### src/rtl/shot_pkg.sv
// Shared definitions for the shot-clock controller.
//   shot_state_e : 3-bit FSM state encoding (also exported on the debug port)
package shot_pkg;

    typedef enum logic [2:0] {
        ST_IDLE    = 3'd0,
        ST_RUN     = 3'd1,
        ST_PAUSE   = 3'd2,
        ST_BUZZ    = 3'd3,
        ST_EXPIRED = 3'd4
    } shot_state_e;

endpackage

### src/rtl/shot_tick_gen.sv
// Prescaler producing one terminal-count pulse every TICK_DIV enabled cycles.
// Ports:
//   clk, rst : clock, asynchronous active-high reset
//   en_i     : advance the prescaler this cycle
//   clr_i    : return the prescaler to 0 (wins over en_i)
//   tc_o     : high in the enabled cycle whose edge wraps the prescaler to 0
// The prescaler value is held whenever en_i is low, so a paused partial tick
// resumes where it left off.
module shot_tick_gen #(
    parameter int TICK_DIV = 100
) (
    input  logic clk,
    input  logic rst,
    input  logic en_i,
    input  logic clr_i,
    output logic tc_o
);

    localparam int PW = (TICK_DIV > 1) ? $clog2(TICK_DIV) : 1;
    localparam logic [PW-1:0] LAST = PW'(TICK_DIV - 1);

    logic [PW-1:0] presc_q, presc_d;

    assign tc_o = en_i && (presc_q == LAST);

    always_comb begin
        presc_d = presc_q;
        if (clr_i) begin
            presc_d = '0;
        end else if (en_i) begin
            presc_d = (presc_q == LAST) ? '0 : presc_q + 1'b1;
        end
    end

    always_ff @(posedge clk or posedge rst) begin
        if (rst) begin
            presc_q <= '0;
        end else begin
            presc_q <= presc_d;
        end
    end

endmodule

### src/rtl/shot_clock_ctrl.sv
// Shot-clock controller: counts down from a reload value once per prescaled
// tick, buzzes for BUZZ_CYC cycles on reaching zero, then waits for a reload.
// Ports:
//   clk, rst      : clock, asynchronous active-high reset
//   start, stop   : single-cycle run/pause pulses (stop wins when both high)
//   shoot         : full reload (same effect as reload_full)
//   reload_full   : full reload to RELOAD_FULL
//   reload_short  : raise the count to at least RELOAD_SHORT
//   count         : remaining time (registered)
//   running       : high in RUN
//   expired       : high in BUZZ and EXPIRED
//   buzz          : high in BUZZ (exactly BUZZ_CYC cycles)
//   state_dbg     : current FSM state, for observation only
// Any reload also clears the prescaler and suppresses that cycle's tick.
module shot_clock_ctrl
    import shot_pkg::*;
#(
    parameter int CNT_W        = 8,
    parameter int RELOAD_FULL  = 24,
    parameter int RELOAD_SHORT = 14,
    parameter int TICK_DIV     = 100,
    parameter int BUZZ_CYC     = 8
) (
    input  logic             clk,
    input  logic             rst,
    input  logic             start,
    input  logic             stop,
    input  logic             shoot,
    input  logic             reload_full,
    input  logic             reload_short,
    output logic [CNT_W-1:0] count,
    output logic             running,
    output logic             expired,
    output logic             buzz,
    output shot_state_e      state_dbg
);

    localparam int BW = $clog2(BUZZ_CYC + 1);
    localparam logic [CNT_W-1:0] FULL_V  = CNT_W'(RELOAD_FULL);
    localparam logic [CNT_W-1:0] SHORT_V = CNT_W'(RELOAD_SHORT);
    localparam logic [BW-1:0]    BUZZ_LAST = BW'(BUZZ_CYC - 1);

    shot_state_e      state_q, state_d;
    logic [CNT_W-1:0] count_q, count_d;
    logic [BW-1:0]    buzz_cnt_q, buzz_cnt_d;

    logic             tick;
    logic             full_ld;
    logic             any_ld;
    logic             go;
    logic             rearm;
    logic [CNT_W-1:0] short_cnt;

    assign full_ld   = shoot | reload_full;
    assign any_ld    = full_ld | reload_short;
    assign go        = start & ~stop;
    assign short_cnt = (count_q < SHORT_V) ? SHORT_V : count_q;
    // A short reload that still leaves zero must not leave the expired states.
    assign rearm     = full_ld | (reload_short && (short_cnt != '0));

    shot_tick_gen #(
        .TICK_DIV (TICK_DIV)
    ) u_tick (
        .clk   (clk),
        .rst   (rst),
        .en_i  (state_q == ST_RUN),
        .clr_i (any_ld),
        .tc_o  (tick)
    );

    always_comb begin
        state_d    = state_q;
        count_d    = count_q;
        buzz_cnt_d = buzz_cnt_q;

        if (full_ld) begin
            count_d = FULL_V;
        end else if (reload_short) begin
            count_d = short_cnt;
        end else if (tick && (count_q != '0)) begin
            count_d = count_q - 1'b1;
        end

        case (state_q)
            ST_IDLE, ST_PAUSE: begin
                if (go) state_d = ST_RUN;
            end
            ST_RUN: begin
                if (any_ld) begin
                    if (stop) state_d = ST_PAUSE;
                end else if (tick && (count_q == CNT_W'(1))) begin
                    // The 1->0 decrement enters BUZZ on the same edge.
                    state_d    = ST_BUZZ;
                    buzz_cnt_d = '0;
                end else if (stop) begin
                    state_d = ST_PAUSE;
                end
            end
            ST_BUZZ: begin
                if (rearm) begin
                    state_d = go ? ST_RUN : ST_IDLE;
                end else if (buzz_cnt_q == BUZZ_LAST) begin
                    state_d = ST_EXPIRED;
                end else begin
                    buzz_cnt_d = buzz_cnt_q + 1'b1;
                end
            end
            ST_EXPIRED: begin
                if (rearm) state_d = go ? ST_RUN : ST_IDLE;
            end
            default: state_d = ST_IDLE;
        endcase
    end

    always_ff @(posedge clk or posedge rst) begin
        if (rst) begin
            state_q    <= ST_IDLE;
            count_q    <= FULL_V;
            buzz_cnt_q <= '0;
        end else begin
            state_q    <= state_d;
            count_q    <= count_d;
            buzz_cnt_q <= buzz_cnt_d;
        end
    end

    assign count     = count_q;
    assign running   = (state_q == ST_RUN);
    assign buzz      = (state_q == ST_BUZZ);
    assign expired   = (state_q == ST_BUZZ) || (state_q == ST_EXPIRED);
    assign state_dbg = state_q;

endmodule

### config.mk
export PLATFORM = sky130hd
export DESIGN_NAME = shot_clock_ctrl
export DESIGN_NICKNAME = d
export VERILOG_FILES = /design/src/rtl/shot_pkg.sv /design/src/rtl/shot_tick_gen.sv /design/src/rtl/shot_clock_ctrl.sv
export SDC_FILE = /design/constraint.sdc
export NUM_CORES = 1
export LEC_CHECK = 0
export ABC_AREA = 0
export CAP_MARGIN = 20
export CORE_AREA = 4 4 51 71
export CTS_CLUSTER_DIAMETER = 100
export DETAILED_ROUTE_END_ITERATION = 16
export DIE_AREA = 0 0 55 75
export PLACE_DENSITY = 0.84
export SYNTH_ARGS = -nofsm -noshare
export SYNTH_HDL_FRONTEND = slang
export SYNTH_SLANG_ARGS = --single-unit
### constraint.sdc
create_clock -name clk -period 1.8 [get_ports clk]
set_clock_uncertainty 0.15 [all_clocks]
set_input_delay 0.36 -clock clk [delete_from_list [all_inputs] [get_ports clk]]
set_output_delay 0.36 -clock clk [all_outputs]
set_load 0.005 [all_outputs]
==> metrics.txt <==
Starting Density=0.461; final slew viol count=0; # setup viols final=15; Clock Path Buffers=2; Yosys reg bits=22; minimum clock period=1.96 ns; I/O pin cnt=21; CTS H-tree lvls=1; vias in the first global route=1,730; DP Worst Slack=-0.453 ns; Cell Chain, Critical Path=or3b_4 > buf_6 > buf_6 > or4_4 > a21oi_2; maximum clock frequency=0.509 GHz; met3 routed WL=252 um; CP Launch Point=state_dbg[2]$_DFFE_PP0P_; Clock Tree Root=clkbuf_8; first-pass GRT wire length=7570 um; n_diodes=0; ranking of synthesized cells by area=dfrtp_1 36%, dfstp_2 3.8%, nor2_1 3.8%; hpwl dp=3060 um; row cnt=24; worst-path fanout max=3; DRT iter0 DRCs=49; WL per Instance=19.7 um; Hold Vio Cnt, Final=0; WL met1=1980 um; ANT nets after route=0; HP Class=input port to async pin; Pleak=1.12 nW; nets=253; Slowest-stage cell, CP=or4_4; flop2flop setup slack=-0.16 ns; initial antenna violation count=0; drt drc=0; RR Endpoint=count[6]$_DFFE_PP0P_; final setup TNS=-1.03 ns; RePlAce Congestion=0.941; CTS tree=yes; Mapped Area=1400 um^2; Synth Warn #=0; clock latency on the worst-skew pair=0.27 ns; cts bufs inserted=3; syn_nets=167; drt first pass iters=4; core area=3030 um^2; area delta synth->final=77.5%; Required @ worst endpoint=1.86 ns; Worst Reg-to-Reg Cells=5; status=finished with violations; setup ws final=-0.164 ns; DR top layer=met4; max incr delay on CP=0.48 ns; leading area contributor after synthesis=dfrtp_1; DR WL met2=3020 um; largest net degree at the start of global routing=23; worst path arrival time=2.02 ns; worst vdd ir=0.744 mV; Max Cap Viol=0; die height=75 um; Vias per Instance=6.21; crit path capture type=flip-flop; Worst Tran Pin Value=0.403 ns; die area=4130 um^2; RR Startpoint=state_dbg[2]$_DFFE_PP0P_; # clock sinks=22; Synth top area share=0.358; Post-DP Area=2030 um^2; cell area after layout=2480 um^2; most used cell, CP=buf_6; die width=55 um; Via Count=1,738; Rel. slew slack=0.729; power per cell area=769 nW/um^2; fin crit share=1.09; GRT overflow=0; Startpoint Class=flip-flop; RSZ-0062 raised after global routing=yes; Total Routing Usage GR=0.248; post-synthesis average cell area=8.97 um^2; Seq/Total Area, Yosys=0.395; WS Path Type=flip-flop to flip-flop; share of cells above drive strength 1=0.490; fillcell total=164; cells after synthesis=156; # hold bufs at CTS=0; failing checks=setup timing; final wirelength=5500 um; Netlist cell types=45; CTS clk-pin slew, worst paths=0.09 ns; port bufs=20
registers in the layout, indices dropped and copies added, names as in the netlist:
signal / count
u_tick.presc_q: 7
count: 8
state_dbg: 3
buzz_cnt_q: 4
logic make-up after synthesis:
logic type / count (synthesis) / synth area share
DFF: 22 / 0.395
and+or+nand+nor: 71 / 0.290
buffers and inverters: 13 / 0.0393
AOI/OAI and AO/OA: 41 / 0.207
adders and majority gates: 4 / 0.0358
muxes: 2 / 0.0143
xor gates and xnor gates: 3 / 0.0188
placed cells by master (no fill, tap or decap), types with 3 or more instances in the layout:
master | netlist | final
buf_6 | 0 | 14
a31oi_1 | 4 | 3
dlygate4sd2_1 | 0 | 6
xor2_1 | 3 | 3
inv_1 | 6 | 4
a21oi_2 | 0 | 3
nand4_1 | 5 | 5
a21oi_1 | 9 | 6
nor2_1 | 14 | 14
clkbuf_8 | 0 | 4
nand2_1 | 9 | 8
clkdlybuf4s50_1 | 0 | 6
or3_4 | 0 | 3
or4_4 | 0 | 3
nand3_1 | 6 | 5
dlymetal6s2s_1 | 0 | 5
o21ai_0 | 6 | 5
dfrtp_1 | 20 | 18
buf_4 | 0 | 54
a311oi_1 | 5 | 5
nor3_1 | 7 | 4
worst max path at each step:
stage,endpoint
6_report,count[6]$_DFFE_PP0P_
2_1_floorplan,count[5]$_DFFE_PP0P_
4_1_cts,count[6]$_DFFE_PP0P_
3_3_place_gp,count[7]$_DFFE_PP0P_
3_5_place_dp,count[7]$_DFFE_PP0P_
5_1_grt,count[7]$_DFFE_PP0P_
through the flow:
| stage | hold WS, ns | power, mW | util | std cells |
|---|---|---|---|---|
| floorplan | 0.198 | 0.898 | - | 156 |
| global placement | 0.347 | 1.23 | 0.668 | 258 |
| detailed placement | 0.394 | 1.25 | 0.668 | 258 |
| CTS | 0.281 | 1.78 | 0.749 | 274 |
| global route | 0.326 | 2.02 | 0.818 | 280 |
| finish | 0.286 | 1.91 | 0.818 | 280 |
synth_stat cells (all sizes together):
library cell and number:
nand3b 1, clkinv 1, buf 2, dfrtp 20, and4 1, and2b 1
nor2 14, nor3 7, nor4 3, inv 6, or2 2, and2 2
o31ai 4, and3b 1, and4bb 1, dfstp 2, xor2 3, mux2i 2
or3 4, nand3 6, o22ai 1, and3 3, nand2 9, a31oi 5
a311oi 5, o211ai 1, ha 4, o21ai 6, o21bai 1, or4 5
a31o 1, nand4bb 1, nand2b 1, nand4 5, nor3b 2, clkbuf 4
o311a 1, or3b 2, o2bb2ai 1, a211oi 4, o21a 2, a21oi 9
final cells by class:
class,instances,area [um^2],share of cell area
clock buffer,4,55.1,0.0222
inverter,7,31.3,0.0126
multi-input combinational,121,1030,0.414
sequential,22,556,0.224
tap,39,48.8,0.0197
timing repair buffer,87,763,0.307
worst max-delay path, delay by kind of cell (launching register included):
family | cells | cell delay [ns]
AOI/OAI and AO/OA | 1 | 0.15
buffers and inverters | 2 | 0.26
DFF | 1 | 0.41
and+or+nand+nor | 2 | 0.92
per-layer routing:
layer | GRT usage | vias to the layer above
li1 | - | 762
met1 | 0.289 | 857
met2 | 0.436 | 88
met3 | 0.0317 | 31
met4 | 0.116 | 0
met5 | 0 | -
power breakdown:
| part | switching (mW) | internal [mW] | leakage (nW) |
|---|---|---|---|
| Sequential | 0.0497 | 0.543 | 0.291 |
| Clock | 0.169 | 0.195 | 0.0288 |
| Combinational | 0.438 | 0.514 | 0.797 |
repair_timing:
item,in CTS,in global routing
gates resized for setup,40,36
pin swaps,10,18
buffers inserted,12,8
setup endpoints to repair,20,26
(Power assumes the default switching activity.)
